`config.mk`:
```
export PLATFORM = sky130hd
export DESIGN_NAME = ysyx_22051468_reg_scoreboard
export DESIGN_NICKNAME = d
export VERILOG_FILES = /design/src/rtl/ysyx_22051468_reg_scoreboard.sv
export SDC_FILE = /design/constraint.sdc
export NUM_CORES = 1
export LEC_CHECK = 0
export ABC_AREA = 1
export ABC_CLOCK_PERIOD_IN_PS = 3930
export CORE_UTILIZATION = 63
export DETAILED_ROUTE_END_ITERATION = 8
export GPL_TIMING_DRIVEN = 0
export PLACE_DENSITY_LB_ADDON = 0.05
export SYNTH_ARGS = -nofsm -noshare
export SYNTH_HDL_FRONTEND = slang
export SYNTH_SLANG_ARGS = --single-unit
```
`constraint.sdc`:
```
create_clock -name clk -period 3.93 [get_ports clk]
set_input_delay 0.5895 -clock clk [delete_from_list [all_inputs] [get_ports clk]]
set_output_delay 0.5895 -clock clk [all_outputs]
set_load 0.02 [all_outputs]
```
`src/rtl/ysyx_22051468_reg_scoreboard.sv`:
```
// Decode-to-issue GPR hazard scoreboard: per-register pending-write counters, issue stall, sticky underflow flag.
// Optional same-cycle writeback bypass of the busy/full checks: define YSYX_22051468_SB_WB_BYPASS_EN.
module ysyx_22051468_reg_scoreboard #(
  parameter int NR_REG = 32,
  parameter int CNT_W  = 2,
  parameter int PERF_W = 32
) (
  input  logic              clk,
  input  logic              rst_n,
  input  logic              id_valid,
  output logic              id_ready,
  input  logic              rd_need,
  input  logic              rs1_need,
  input  logic              rs2_need,
  input  logic [4:0]        rd,
  input  logic [4:0]        rs1,
  input  logic [4:0]        rs2,
  input  logic              wb_valid,
  input  logic [4:0]        wb_rd,
  input  logic              flush,
  output logic [NR_REG-1:0] busy_vec,
  output logic              sb_err,
  output logic [PERF_W-1:0] stall_cnt
);

  // Handshake: an instruction issues on a cycle where id_valid && id_ready.
  // id_ready is a function of scoreboard state, source/dest indices, wb and flush only.
  localparam logic [CNT_W-1:0] CNT_MAX = '1;
  localparam logic [CNT_W-1:0] CNT_ONE = CNT_W'(1);

  logic [CNT_W-1:0]  cnt_q [NR_REG];
  logic [CNT_W-1:0]  cnt_d [NR_REG];
  logic [CNT_W-1:0]  rs1_cnt, rs2_cnt, rd_cnt, wb_cnt;
  logic              wb_hit, fire, fire_wr;
  logic              rs1_busy, rs2_busy, rd_full;
  logic [NR_REG-1:0] inc_vec, dec_vec;
  logic              err_set;

  assign rs1_cnt = cnt_q[rs1];
  assign rs2_cnt = cnt_q[rs2];
  assign rd_cnt  = cnt_q[rd];
  assign wb_cnt  = cnt_q[wb_rd];
  assign wb_hit  = wb_valid && (wb_rd != 5'd0);

`ifdef YSYX_22051468_SB_WB_BYPASS_EN
  // The last pending producer writing back this cycle releases its register immediately.
  assign rs1_busy = (rs1_cnt != '0) && !(wb_hit && (wb_rd == rs1) && (rs1_cnt == CNT_ONE));
  assign rs2_busy = (rs2_cnt != '0) && !(wb_hit && (wb_rd == rs2) && (rs2_cnt == CNT_ONE));
  assign rd_full  = (rd_cnt == CNT_MAX) && !(wb_hit && (wb_rd == rd));
`else
  assign rs1_busy = (rs1_cnt != '0);
  assign rs2_busy = (rs2_cnt != '0);
  assign rd_full  = (rd_cnt == CNT_MAX);
`endif

  assign id_ready = !flush
                 && !(rs1_need && (rs1 != 5'd0) && rs1_busy)
                 && !(rs2_need && (rs2 != 5'd0) && rs2_busy)
                 && !(rd_need  && (rd  != 5'd0) && rd_full);

  assign fire    = id_valid && id_ready;
  assign fire_wr = fire && rd_need && (rd != 5'd0);
  assign inc_vec = fire_wr ? (NR_REG'(1) << rd) : '0;
  assign dec_vec = wb_hit  ? (NR_REG'(1) << wb_rd) : '0;

  // A writeback against an empty counter is an error unless a same-register issue cancels it out.
  assign err_set = wb_hit && !flush && (wb_cnt == '0) && !(fire_wr && (rd == wb_rd));

  always_comb begin
    for (int i = 0; i < NR_REG; i++) begin
      cnt_d[i] = cnt_q[i];
      if (flush) begin
        cnt_d[i] = '0;
      end else if (i != 0) begin
        case ({inc_vec[i], dec_vec[i]})
          2'b10:   cnt_d[i] = cnt_q[i] + CNT_ONE;
          2'b01:   if (cnt_q[i] != '0) cnt_d[i] = cnt_q[i] - CNT_ONE;
          default: cnt_d[i] = cnt_q[i];
        endcase
      end
    end
  end

  always_ff @(posedge clk or negedge rst_n) begin
    if (!rst_n) begin
      for (int i = 0; i < NR_REG; i++) cnt_q[i] <= '0;
    end else begin
      for (int i = 0; i < NR_REG; i++) cnt_q[i] <= cnt_d[i];
    end
  end

  always_comb begin
    busy_vec = '0;
    for (int i = 1; i < NR_REG; i++) busy_vec[i] = (cnt_q[i] != '0);
  end

  always_ff @(posedge clk or negedge rst_n) begin
    if (!rst_n) begin
      sb_err    <= 1'b0;
      stall_cnt <= '0;
    end else begin
      if (err_set) sb_err <= 1'b1;
      if (id_valid && !id_ready && (stall_cnt != '1)) stall_cnt <= stall_cnt + 1'b1;
    end
  end

endmodule

```
==> metrics.txt <==
power per cell area=approximately 350 mW/mm²; post-synthesis cell type count=41; Yosys reg bits=95; post-detail-place hpwl=approximately 25000 µm; row count=42; core area=0.0133 mm²; Max Root-Sink Buffers=2; Least-Margin Pin Slew=roughly 0.74 ns; H-tree Lvls=3; Via density=6.17; cells after synthesis=between 1000 and 1500; layout cell share with drive strength beyond 1=0.0401; Crit-path slowest cell=clkdlybuf4s50_1; port buffer count=a little under 90; status=finished, final reports clean; RR Startpoint=cnt_q[2]; Area Growth Syn to Fin=17.0%; sequential power share=0.357; Fin. Hold Viols=0; CP startpoint=rd[1]; RSZ-0062 raised after global routing=false; CTS root buf=clkbuf_16; initial antenna violation count=0; CP Cell Sequence=clkdlybuf4s50_1 > buf_2 > buf_2 > nand2_1 > nand2_1 > nand3_1 > nand3_1 > nand3_1 > nand2_1 > nand2_1 > nand2_2 > nor2_8 > buf_4 > dlymetal6s2s_1; post-DR wirelength/cell=between 15 and 20 µm; CP startpoint kind=input port; Sw Pwr=between 1 and 1.5 mW; Combinational Power Share=0.386; nets@finish=approximately 1600; switching share of power=0.420; Worst-path clk slew=roughly 0.070 ns; Mean Syn Cell Area=about 5.8 µm²; Inserted Clock Buffers=9; Max Slew Vio Count=0; maxcap violations=0; Crit. End Element=output pin; Setup Crit Path Kind=input port to output pin; RD Place Congestion=1.09; die extent in x=about 120 µm; # IOs=94; routed wire length=32700 µm; Crit path largest cell delay=between 0.5 and 0.6 ns; Design Power=3.51 mW; diodes inserted=0; critical path fanouts, max=10; Die ar.=around 0.014 mm²; Pre-antenna DRT Iters=6; Vias=about 11000; worst hold slack=about 0.22 ns; Initial Utilization=0.648; 1st-iter DRT viols=approximately 1700; DR DRC count=0; worst min-delay path class=input port to asynchronous set/reset pin; crit path DAT=just over 3 ns; GRT Total Usage=0.469; sequential area share after synthesis=0.276; fillers=approximately 1100; Tmin final=roughly 3.7 ns; required time worst endpoint=3.34 ns; Final period util=0.934; clk_skew=between 0.01 and 0.015 ns; Worst-Skew Late Latency=between 0.3 and 0.4 ns; Placed Cells incl. Taps=1755; R2R setup slack=around 0.90 ns; vias in the first global route=approximately 10000; CTS Hold Bufs=0; P_int=approximately 2 mW; Fmax=approximately 0.27 GHz; first-pass GRT wire length=between 50000 and 60000 µm; yosys warns=0; post-route ant nets=0; largest net degree at the start of global routing=57; maximum vdd drop=between 200 and 300 µV; Worst path most repeated cell=nand2_1; Synth Cell Area=about 0.0086 mm²; worst relative slew slack=0.502; CTS sink count=95; Post-Syn Nets=1518; Lkg Pwr=approximately 5.1 nW; die height=between 100 and 150 µm; clock share of power=0.257; CTS tree=done; setup violators final=0; Layout Cells excl Fill=~1800; GRT overflow=0
[synth_stat cells]
cell	number	area, µm²
buf_2	10	50.1
nand3b_1	1	7.51
ha_1	1	12.5
nor4_1	11	68.8
nand2_2	3	18.8
nor3b_1	1	7.51
xor2_1	31	272
o31ai_1	1	7.51
a221oi_1	2	17.5
nor2_4	1	11.3
nor3_1	26	130
nand3_1	267	1340
buf_6	3	33.8
nor3_2	3	30.0
buf_4	7	52.6
inv_1	194	728
or2_1	1	6.26
a2111oi_0	1	8.76
and3_1	1	6.26
dfrtp_1	95	2380
nor2_8	1	20.0
o21ai_1	6	30.0
or2_2	1	6.26
conb_1	1	3.75
xnor2_1	9	78.8
nor3b_2	1	12.5
a22oi_1	3	22.5
clkinv_1	5	18.8
nand4_1	43	269
clkbuf_1	28	105
o32ai_1	2	17.5
a21oi_1	33	165
inv_2	7	26.3
o2111ai_1	1	8.76
nand2_1	473	1780
nor2_2	6	37.5
o21ai_0	26	130
o41ai_1	1	8.76
buf_1	1	3.75
nor2_1	177	664
o22ai_1	4	25.0
[layout by cell type, fill, tap and decap left out, types with 8 or more instances in the layout]
cell type / n
xnor2_1: 9
clkbuf_1: 27
nand2_1: 473
buf_4: 8
xor2_1: 31
clkdlybuf4s50_1: 86
nand3_1: 267
nor4_1: 11
buf_2: 10
o21ai_0: 26
nor3_1: 26
a21oi_1: 33
nor2_1: 175
dfrtp_1: 95
nand4_1: 43
inv_1: 194
clkbuf_16: 9
[registers in the layout (all words and copies together) (netlist names)]
signal and count:
cnt_q 62, sb_err 1, stall_cnt 32
[critical path, delay by kind of cell]
kind | cells | cell delay [ns]
buffers and inverters | 5 | 1.54
and+or+nand+nor | 9 | 0.92
[cell type report]
type                            count  area [µm²]  area share
Clock buffer                       11         253      0.0251
Multi-Input combinational cell   1139        5230       0.519
Sequential cell                    95        2380       0.236
Buffer                             49         246      0.0245
Clock inverter                      5        51.3     0.00509
Timing Repair Buffer               90         921      0.0914
Inverter                          206         773      0.0768
Tap cell                          176         220      0.0219
[per-stage QoR]
stage               utilization  setup TNS, ns  area (µm²)  worst slack, ns
global placement          0.731        -129.57        9720            -1.37
global route              0.758              0       10100            0.227
CTS                       0.756              0       10100           0.0508
detailed placement        0.733         -0.103        9750           -0.103
floorplan                     -              0        8610             1.47
finish                    0.758              0       10100            0.257
[cell families (layout without fill, tap and decap cells)]
group | after synthesis | in the layout | share of synthesized area
buf+inv | 255 | 361 | 0.118
compound gates | 80 | 80 | 0.0513
other cells | 1 | 1 | 0.000435
flops | 95 | 95 | 0.276
fa+ha+maj | 1 | 1 | 0.00145
simple gates | 1017 | 1017 | 0.512
xor+xnor | 40 | 40 | 0.0407
[power groups by stage]
stage	Sequential, mW	Clock (mW)	Combinational, mW
floorplan	1.26	0	0.760
global placement	1.26	0	1.27
detailed placement	1.26	0	1.31
CTS	1.25	0.900	1.31
global route	1.27	0.931	1.45
finish	1.25	0.902	1.35
[repair_timing]
| action | 4_1_cts | 5_1_grt |
|---|---|---|
| setup buffers | 0 | 0 |
| gates resized for setup | 1 | 6 |
| endpoints found under the hold margin | 0 | 0 |
| endpoints found under the setup margin | 1 | 1 |
[worst paths after layout]
path,depth (start not counted),end
setup / recovery,14,id_ready
min in group clk,1,stall_cnt[15]
setup reg to reg,18,cnt_q[23]
hold reg to reg,1,stall_cnt[15]
hold / removal,1,cnt_q[21]
max in group asynchronous,2,stall_cnt[31]
[layer usage]
layer | GRT usage | share of wire
met4 | 0.245 | 0.059
met3 | 0.139 | 0.15
met1 | 0.598 | 0.36
met5 | 0 | 0
met2 | 0.718 | 0.43
(Power assumes the default switching activity.)
